### config.mk
export PLATFORM = sky130hd
export DESIGN_NAME = sh7604_dbus_arbiter_flat
export DESIGN_NICKNAME = d
export VERILOG_FILES = /design/src/rtl/sh7604_dbus_arbiter_pkg.sv /design/src/rtl/sh7604_dbus_arbiter_if.sv /design/src/rtl/sh7604_dbus_arbiter.sv /design/src/flat_wrapper.sv
export SDC_FILE = /design/constraint.sdc
export NUM_CORES = 1
export LEC_CHECK = 0
export CORE_AREA = 2 2 125 127
export DETAILED_ROUTE_END_ITERATION = 10
export DIE_AREA = 0 0 127 129
export MAX_ROUTING_LAYER = met4
export PLACE_DENSITY_LB_ADDON = 0.2
export SETUP_SLACK_MARGIN = 0.4
export SLEW_MARGIN = 0
export SYNTH_ARGS = -nofsm -noshare
export SYNTH_HDL_FRONTEND = slang
export SYNTH_SLANG_ARGS = --single-unit
### constraint.sdc
create_clock -name CLK -period 3.25 [get_ports CLK]
set_clock_uncertainty 0.15 [all_clocks]
set_input_delay 0.4875 -clock CLK [delete_from_list [all_inputs] [get_ports CLK]]
set_output_delay 0.4875 -clock CLK [all_outputs]
set_load 0.005 [all_outputs]
### src/rtl/sh7604_dbus_arbiter_pkg.sv
// Shared types and helpers for the SH7604 internal data-bus arbiter.
package sh7604_dbus_arbiter_pkg;

    // Current owner of the internal data bus; the encoding is exported on BUS_OWNER.
    typedef enum logic [1:0] {
        DBO_IDLE = 2'd0,
        DBO_CPU  = 2'd1,
        DBO_DMA  = 2'd2
    } DBUS_OWNER_t;

    // One master's request as seen by the mux; the CPU has no burst mode.
    typedef struct packed {
        logic [31:0] A;
        logic [31:0] DO;
        logic [3:0]  BA;
        logic        WE;
        logic        REQ;
        logic        LOCK;
        logic        BURST;
    } DBUS_MST_t;

    localparam DBUS_MST_t DBUS_MST_NONE = '0;

    // Selects the owning master's request; an idle bus presents all zeros.
    function automatic DBUS_MST_t dbus_select(input DBUS_OWNER_t own,
                                              input DBUS_MST_t   cpu,
                                              input DBUS_MST_t   dma);
        case (own)
            DBO_CPU: return cpu;
            DBO_DMA: return dma;
            default: return DBUS_MST_NONE;
        endcase
    endfunction

    // An owner gives up the bus when an unlocked access completes on the
    // falling phase, or when it is no longer requesting on the rising phase.
    // A held LOCK keeps the bus across read/write gaps and burst beats.
    function automatic logic dbus_release(input DBUS_MST_t own_m,
                                          input logic      ce_r,
                                          input logic      ce_f,
                                          input logic      bus_wait);
        logic done_f;
        logic idle_r;
        done_f = ce_f & own_m.REQ & ~bus_wait & ~own_m.LOCK;
        idle_r = ce_r & ~own_m.REQ & ~own_m.LOCK;
        return done_f | idle_r;
    endfunction

endpackage

### src/rtl/sh7604_dbus_arbiter_if.sv
// Bundle of CPU, DMAC and BSC-side data-bus signals around the arbiter.
interface sh7604_dbus_arbiter_if;

    // CPU core side
    logic [31:0] CPU_A;
    logic [31:0] CPU_DO;
    logic [3:0]  CPU_BA;
    logic        CPU_WE;
    logic        CPU_REQ;
    logic        CPU_LOCK;
    logic [31:0] CPU_DI;
    logic        CPU_WAIT;

    // DMAC side
    logic [31:0] DMA_A;
    logic [31:0] DMA_DO;
    logic [3:0]  DMA_BA;
    logic        DMA_WE;
    logic        DMA_REQ;
    logic        DMA_LOCK;
    logic        DMA_BURST;
    logic [31:0] DMA_DI;
    logic        DMA_WAIT;

    // Bus state controller side
    logic [31:0] BUS_A;
    logic [31:0] BUS_DO;
    logic [3:0]  BUS_BA;
    logic        BUS_WE;
    logic        BUS_REQ;
    logic        BUS_BURST;
    logic [31:0] BUS_DI;
    logic        BUS_WAIT;
    logic        BSC_ACK;
    logic [1:0]  BUS_OWNER;

    // Arbiter view: takes master requests and BSC responses, drives the rest.
    modport slave (
        input  CPU_A, CPU_DO, CPU_BA, CPU_WE, CPU_REQ, CPU_LOCK,
        output CPU_DI, CPU_WAIT,
        input  DMA_A, DMA_DO, DMA_BA, DMA_WE, DMA_REQ, DMA_LOCK, DMA_BURST,
        output DMA_DI, DMA_WAIT,
        output BUS_A, BUS_DO, BUS_BA, BUS_WE, BUS_REQ, BUS_BURST,
        input  BUS_DI, BUS_WAIT,
        output BSC_ACK, BUS_OWNER
    );

    // Environment view: the CPU, DMAC and BSC that surround the arbiter.
    modport master (
        output CPU_A, CPU_DO, CPU_BA, CPU_WE, CPU_REQ, CPU_LOCK,
        input  CPU_DI, CPU_WAIT,
        output DMA_A, DMA_DO, DMA_BA, DMA_WE, DMA_REQ, DMA_LOCK, DMA_BURST,
        input  DMA_DI, DMA_WAIT,
        input  BUS_A, BUS_DO, BUS_BA, BUS_WE, BUS_REQ, BUS_BURST,
        output BUS_DI, BUS_WAIT,
        input  BSC_ACK, BUS_OWNER
    );

endinterface

### src/rtl/sh7604_dbus_arbiter.sv
// SH7604 internal data-bus arbiter: CPU core vs DMAC in front of the BSC.
// Only the owner and the fairness flag are registered; every bus, wait and
// data path is combinational from the owner.
module sh7604_dbus_arbiter
    import sh7604_dbus_arbiter_pkg::*;
#(
    parameter bit CPU_FAIR = 1'b1
) (
    input  logic                 CLK,
    input  logic                 RST_N,
    input  logic                 CE_R,
    input  logic                 CE_F,
    sh7604_dbus_arbiter_if.slave dbus
);

    DBUS_OWNER_t own_q;
    DBUS_OWNER_t own_d;
    logic        last_dma_q;
    logic        last_dma_d;

    DBUS_MST_t   cpu_m;
    DBUS_MST_t   dma_m;
    DBUS_MST_t   own_m;
    logic        release_own;
    logic        cpu_first;

    assign cpu_m = '{A:     dbus.CPU_A,
                     DO:    dbus.CPU_DO,
                     BA:    dbus.CPU_BA,
                     WE:    dbus.CPU_WE,
                     REQ:   dbus.CPU_REQ,
                     LOCK:  dbus.CPU_LOCK,
                     BURST: 1'b0};

    assign dma_m = '{A:     dbus.DMA_A,
                     DO:    dbus.DMA_DO,
                     BA:    dbus.DMA_BA,
                     WE:    dbus.DMA_WE,
                     REQ:   dbus.DMA_REQ,
                     LOCK:  dbus.DMA_LOCK,
                     BURST: dbus.DMA_BURST};

    assign own_m       = dbus_select(own_q, cpu_m, dma_m);
    assign release_own = dbus_release(own_m, CE_R, CE_F, dbus.BUS_WAIT);
    // After an unlocked DMA ownership a waiting CPU goes ahead of the next DMA request.
    assign cpu_first   = CPU_FAIR && last_dma_q;

    // Owner and fairness flag; reset drops the bus immediately, mid-access included.
    always_ff @(posedge CLK or negedge RST_N) begin
        // NOTE: registered state is written with non-blocking assignments only.
        if (!RST_N) begin
            own_q      <= DBO_IDLE;
            last_dma_q <= 1'b0;
        end else begin
            own_q      <= own_d;
            last_dma_q <= last_dma_d;
        end
    end

    // Next owner: arbitrate on the rising phase when idle, release per owner's lock/completion.
    always_comb begin
        // NOTE: hold-value defaults first, so no branch leaves a signal unassigned.
        own_d      = own_q;
        last_dma_d = last_dma_q;

        if (own_q == DBO_IDLE) begin
            if (CE_R) begin
                if (dma_m.REQ && !(cpu_m.REQ && cpu_first)) begin
                    own_d = DBO_DMA;
                end else if (cpu_m.REQ) begin
                    own_d = DBO_CPU;
                end
            end
        end else if (release_own) begin
            own_d = DBO_IDLE;
        end

        // Releases only happen unlocked, so any DMA-to-idle step marks DMA as last.
        if (own_q == DBO_DMA && own_d == DBO_IDLE) begin
            last_dma_d = 1'b1;
        end
        if (own_q != DBO_CPU && own_d == DBO_CPU) begin
            last_dma_d = 1'b0;
        end
    end

    // Bus mux, wait steering, read-data fan-out and DACK timing, all from the current owner.
    always_comb begin
        dbus.BUS_A     = own_m.A;
        dbus.BUS_DO    = own_m.DO;
        dbus.BUS_BA    = own_m.BA;
        dbus.BUS_WE    = own_m.WE;
        dbus.BUS_REQ   = own_m.REQ;
        dbus.BUS_BURST = own_m.BURST;
        dbus.BUS_OWNER = own_q;

        dbus.BSC_ACK   = (own_q == DBO_DMA) && dbus.DMA_REQ;

        // The owner follows the BSC; a master that does not own the bus is
        // stalled for exactly as long as it keeps requesting.
        dbus.CPU_WAIT  = (own_q == DBO_CPU) ? dbus.BUS_WAIT : dbus.CPU_REQ;
        dbus.DMA_WAIT  = (own_q == DBO_DMA) ? dbus.BUS_WAIT : dbus.DMA_REQ;

        dbus.CPU_DI    = dbus.BUS_DI;
        dbus.DMA_DI    = dbus.BUS_DI;
    end

endmodule

### src/flat_wrapper.sv
// flat-port wrapper written by rule: the top's interface ports become plain ports
module sh7604_dbus_arbiter_flat import sh7604_dbus_arbiter_pkg::*;
#(
    parameter bit CPU_FAIR = 1'b1
)
  (CLK, RST_N, CE_R, CE_F, dbus_CPU_A, dbus_CPU_DO, dbus_CPU_BA, dbus_CPU_WE, dbus_CPU_REQ, dbus_CPU_LOCK, dbus_CPU_DI, dbus_CPU_WAIT, dbus_DMA_A, dbus_DMA_DO, dbus_DMA_BA, dbus_DMA_WE, dbus_DMA_REQ, dbus_DMA_LOCK, dbus_DMA_BURST, dbus_DMA_DI, dbus_DMA_WAIT, dbus_BUS_A, dbus_BUS_DO, dbus_BUS_BA, dbus_BUS_WE, dbus_BUS_REQ, dbus_BUS_BURST, dbus_BUS_DI, dbus_BUS_WAIT, dbus_BSC_ACK, dbus_BUS_OWNER);
  sh7604_dbus_arbiter_if dbus_i ();
  input  logic CLK;
  input  logic RST_N;
  input  logic CE_R;
  input  logic CE_F;
  input wire logic [$bits(dbus_i.CPU_A)-1:0] dbus_CPU_A;
  input wire logic [$bits(dbus_i.CPU_DO)-1:0] dbus_CPU_DO;
  input wire logic [$bits(dbus_i.CPU_BA)-1:0] dbus_CPU_BA;
  input wire logic [$bits(dbus_i.CPU_WE)-1:0] dbus_CPU_WE;
  input wire logic [$bits(dbus_i.CPU_REQ)-1:0] dbus_CPU_REQ;
  input wire logic [$bits(dbus_i.CPU_LOCK)-1:0] dbus_CPU_LOCK;
  output wire logic [$bits(dbus_i.CPU_DI)-1:0] dbus_CPU_DI;
  output wire logic [$bits(dbus_i.CPU_WAIT)-1:0] dbus_CPU_WAIT;
  input wire logic [$bits(dbus_i.DMA_A)-1:0] dbus_DMA_A;
  input wire logic [$bits(dbus_i.DMA_DO)-1:0] dbus_DMA_DO;
  input wire logic [$bits(dbus_i.DMA_BA)-1:0] dbus_DMA_BA;
  input wire logic [$bits(dbus_i.DMA_WE)-1:0] dbus_DMA_WE;
  input wire logic [$bits(dbus_i.DMA_REQ)-1:0] dbus_DMA_REQ;
  input wire logic [$bits(dbus_i.DMA_LOCK)-1:0] dbus_DMA_LOCK;
  input wire logic [$bits(dbus_i.DMA_BURST)-1:0] dbus_DMA_BURST;
  output wire logic [$bits(dbus_i.DMA_DI)-1:0] dbus_DMA_DI;
  output wire logic [$bits(dbus_i.DMA_WAIT)-1:0] dbus_DMA_WAIT;
  output wire logic [$bits(dbus_i.BUS_A)-1:0] dbus_BUS_A;
  output wire logic [$bits(dbus_i.BUS_DO)-1:0] dbus_BUS_DO;
  output wire logic [$bits(dbus_i.BUS_BA)-1:0] dbus_BUS_BA;
  output wire logic [$bits(dbus_i.BUS_WE)-1:0] dbus_BUS_WE;
  output wire logic [$bits(dbus_i.BUS_REQ)-1:0] dbus_BUS_REQ;
  output wire logic [$bits(dbus_i.BUS_BURST)-1:0] dbus_BUS_BURST;
  input wire logic [$bits(dbus_i.BUS_DI)-1:0] dbus_BUS_DI;
  input wire logic [$bits(dbus_i.BUS_WAIT)-1:0] dbus_BUS_WAIT;
  output wire logic [$bits(dbus_i.BSC_ACK)-1:0] dbus_BSC_ACK;
  output wire logic [$bits(dbus_i.BUS_OWNER)-1:0] dbus_BUS_OWNER;
  assign dbus_i.CPU_A = dbus_CPU_A;
  assign dbus_i.CPU_DO = dbus_CPU_DO;
  assign dbus_i.CPU_BA = dbus_CPU_BA;
  assign dbus_i.CPU_WE = dbus_CPU_WE;
  assign dbus_i.CPU_REQ = dbus_CPU_REQ;
  assign dbus_i.CPU_LOCK = dbus_CPU_LOCK;
  assign dbus_CPU_DI = dbus_i.CPU_DI;
  assign dbus_CPU_WAIT = dbus_i.CPU_WAIT;
  assign dbus_i.DMA_A = dbus_DMA_A;
  assign dbus_i.DMA_DO = dbus_DMA_DO;
  assign dbus_i.DMA_BA = dbus_DMA_BA;
  assign dbus_i.DMA_WE = dbus_DMA_WE;
  assign dbus_i.DMA_REQ = dbus_DMA_REQ;
  assign dbus_i.DMA_LOCK = dbus_DMA_LOCK;
  assign dbus_i.DMA_BURST = dbus_DMA_BURST;
  assign dbus_DMA_DI = dbus_i.DMA_DI;
  assign dbus_DMA_WAIT = dbus_i.DMA_WAIT;
  assign dbus_BUS_A = dbus_i.BUS_A;
  assign dbus_BUS_DO = dbus_i.BUS_DO;
  assign dbus_BUS_BA = dbus_i.BUS_BA;
  assign dbus_BUS_WE = dbus_i.BUS_WE;
  assign dbus_BUS_REQ = dbus_i.BUS_REQ;
  assign dbus_BUS_BURST = dbus_i.BUS_BURST;
  assign dbus_i.BUS_DI = dbus_BUS_DI;
  assign dbus_i.BUS_WAIT = dbus_BUS_WAIT;
  assign dbus_BSC_ACK = dbus_i.BSC_ACK;
  assign dbus_BUS_OWNER = dbus_i.BUS_OWNER;
  sh7604_dbus_arbiter #(.CPU_FAIR(CPU_FAIR)) u_core (.CLK(CLK), .RST_N(RST_N), .CE_R(CE_R), .CE_F(CE_F), .dbus(dbus_i));
endmodule
==> key figures <==
Synthesis
  • Post-synthesis cell count: 260
  • Syn Area/Cell: 6.52 µm²
  • Mapped Nets: 443
  • Top FF cell, synth: dfrtp_1
  • Synth Warn #: 0
  • Synthesized area: 1700 µm²
  • Synth unique cells: 28
  • #FFs+latches synth: 3
  • Number of synthesized flops with an enable pin: 0
  • Ys async rst share: 100%
  • Sequential cell area fraction in the yosys report: 4.43%

Power and ir drop
  • Max VDD drop: 0.000372 V
  • Static Leak: 1.27 nW
  • Sw Share: 43.8%
  • Internal: 1.15 mW
  • Clock group share of total power: 9.7%
  • P_sw: 0.894 mW
  • Cell area power density: 549 nW/µm²
  • Combinational share of power: 86.7%
  • Flop pwr share: 3.5%

Clock tree
  • Number of hold buffers added after CTS: 0
  • H-tree levels: 1
  • Post-cts resize count: 0
  • Num CTS Buffers: 3
  • Postcts setup bufs: 0
  • CTS tree: built
  • Max Root-Sink Buffers: 2
  • CTS Root Cell: clkbuf_16
  • Clk Latency, worst-skew pair: 0.23 ns
  • Worst-path clk slew: 0.03 ns
  • Clock tree sinks: 3

Worst setup path
  • WP buf/inv: 3
  • CP Launch Type: flop
  • Worst EP arrival: 2.08 ns
  • Worst path slowest cell: clkdlybuf4s50_1
  • Critical Path Max Stage Delay: 0.44 ns
  • Worst-path maximum fanout: 73
  • Crit path cell chain: inv_1 > ha_2 > buf_12 > mux2_2 > clkdlybuf4s50_1
  • Nature of the critical path endpoint: output pin
  • Worst Path Required: 2.61 ns
  • Worst path top cell family by delay: buffers and inverters
  • WS Path Type: flop to output pin

Placement
  • Post-Place Cells: 588
  • Gpl congestion: 0.788
  • Count of input and output buffers: 223
  • Placed wire-length estimate: 6.62 mm

Timing
  • Final min period: 2.72 ns
  • Final Slew Violations: 0
  • Final hold vios: 0
  • Worst-Margin Slew: 0.389 ns
  • Setup TNS: 0 ns
  • Ratio of final minimum period to clock period: 83.7%
  • Final setup fails: 0
  • Max-slew headroom: 74.1%
  • Unrepaired setup endpoints after global routing: false
  • Max Freq: 368 MHz

GRT
  • First-pass GRT wire length: 12.2 mm
  • Vias in the first global route: 2438
  • Global route total overflow: 0
  • Largest net degree at the start of global routing: 74
  • Tot GR Track Use: 9.39%
  • Initial antenna violation count: 0

Final layout
  • Post-route insts no fill: 592
  • Area of the multi-input gates: 1020 µm²
  • Layout Area Growth over Synthesis: 119%
  • Fin util: 24.8%
  • Final Net Count: 588
  • Fillers: 1653
  • # diodes: 0
  • Layout cell share with drive strength beyond 1: 3.96%
  • Register area: 75.1 µm²

Floorplanning
  • Die Height: 129 µm
  • Die Width: 127 µm
  • Die area: 16400 µm²
  • Starting Density: 11.3%
  • Io pins: 320
  • Core Region: 15000 µm²
  • FP Rows: 45

Run status
  • Outcome: complete, no violations

Hold path
  • Worst min path class: input port to asynchronous set/reset pin

Routing
  • DR DRC count: 0
  • Vias/cell: 4.06
  • WL/cell: 14.4 µm
  • Drt initial violations: 72
  • Detailed-route via count: 2402
  • First-pass DRT Iterations: 4
  • Final wirelength: 8.51 mm
  • Final ANT Viol Nets: 0

Job
  • Max cap viols: 0
[power by group through the flow]
stage | combinational, mW | sequential (mW) | clock, mW
6_report | 1.77 | 0.0720 | 0.199
5_1_grt | 1.95 | 0.0751 | 0.204
4_1_cts | 1.81 | 0.0725 | 0.201
3_5_place_dp | 1.79 | 0.0720 | 0
3_3_place_gp | 1.79 | 0.0714 | 0
2_1_floorplan | 0.919 | 0.0678 | 0
[stage by stage]
step                      cell area (µm²)  worst slack (ns)  total power, mW  hold WS [ns]
after floorplan                      1700              1.19            0.987        0.0419
after global placement               3630             0.717             1.86         0.413
after detailed placement             3630             0.722             1.86         0.421
after CTS                            3710             0.474             2.08         0.300
after global routing                 3710             0.407             2.22         0.302
final                                3710             0.529             2.04         0.299
[path summary, 6_finish.rpt]
path / start / to / slack (ns) / cells past startpoint
setup / recovery: u_core.dbus.BUS_OWNER[1]$_DFF_PN0_ / dbus_CPU_WAIT / 0.53 / 5
hold / removal: RST_N / u_core.dbus.BUS_OWNER[1]$_DFF_PN0_ / 0.30 / 1
setup reg to reg: u_core.dbus.BUS_OWNER[1]$_DFF_PN0_ / u_core.cpu_first$_DFFE_PN0P_ / 1.07 / 8
hold reg to reg: u_core.cpu_first$_DFFE_PN0P_ / u_core.cpu_first$_DFFE_PN0P_ / 0.42 / 2
max in group asynchronous: RST_N / u_core.dbus.BUS_OWNER[0]$_DFF_PN0_ / 2.50 / 1
min in group CLK: u_core.cpu_first$_DFFE_PN0P_ / u_core.cpu_first$_DFFE_PN0P_ / 0.42 / 2
[cells by family after synthesis]
logic type	synth area share, %
buffers and inverters	35.5
AND/OR/NAND/NOR	20.6
AO/OA/AOI/OAI	35.9
adder cells (fa/ha/maj)	2.21
flip-flops	4.43
multiplexers	1.33
[per-layer routing]
metal | up-vias | GRT usage (%) | share of wire (%)
li1 | 1150 | - | -
met3 | 33 | 1.83 | 9.1
met1 | 1073 | 10.3 | 37
met2 | 146 | 17.0 | 51
met4 | 0 | 3.30 | 3.3
met5 | - | - | 0
[flip-flops by register name, summed over array words and instances, names as in the netlist]
register / cells
u_core.dbus.BUS_OWNER: 2
u_core.cpu_first: 1
[cells in the mapped netlist, types with 2 or more instances]
cell type	count	share of area, %
nand2_1	4	0.89
dfrtp_1	3	4.4
mux2_2	2	1.3
inv_1	2	0.44
buf_2	6	1.8
o21a_1	2	0.89
a22oi_1	69	31
clkbuf_1	15	3.3
ha_1	3	2.2
buf_4	64	28
nor2_1	71	16
nor3_2	2	1.2
and2_1	2	0.74
[cell type report]
cell class              count  share of cell area, %
well taps                 188                   6.33
clock buffers               4                   2.12
repair buffers            227                   61.7
multi-input cells         167                   27.6
inverters                   3                  0.303
flip-flops and latches      3                   2.02
[layout by cell type (no fill, tap or decap), drive strengths merged]
| cell | synthesis | final |
|---|---|---|
| a22oi | 70 | 70 |
| o21a | 2 | 2 |
| a32oi | 1 | 1 |
| dfrtp | 3 | 3 |
| nor2b | 1 | 1 |
| mux2 | 2 | 2 |
| clkbuf | 15 | 4 |
| a41oi | 1 | 1 |
| nor2 | 71 | 71 |
| a22o | 1 | 1 |
| nor4b | 1 | 1 |
| o41ai | 1 | 1 |
| and2 | 2 | 2 |
| or2b | 1 | 1 |
| a31oi | 1 | 1 |
| nand2 | 4 | 4 |
| inv | 3 | 3 |
| nor3 | 2 | 2 |
| a2bb2oi | 1 | 1 |
| clkdlybuf4s50 | 0 | 223 |
| ha | 3 | 3 |
| o21ai | 1 | 1 |
| or3 | 1 | 1 |
| buf | 71 | 4 |
No activity file was read; power rests on OpenSTA's default activity.
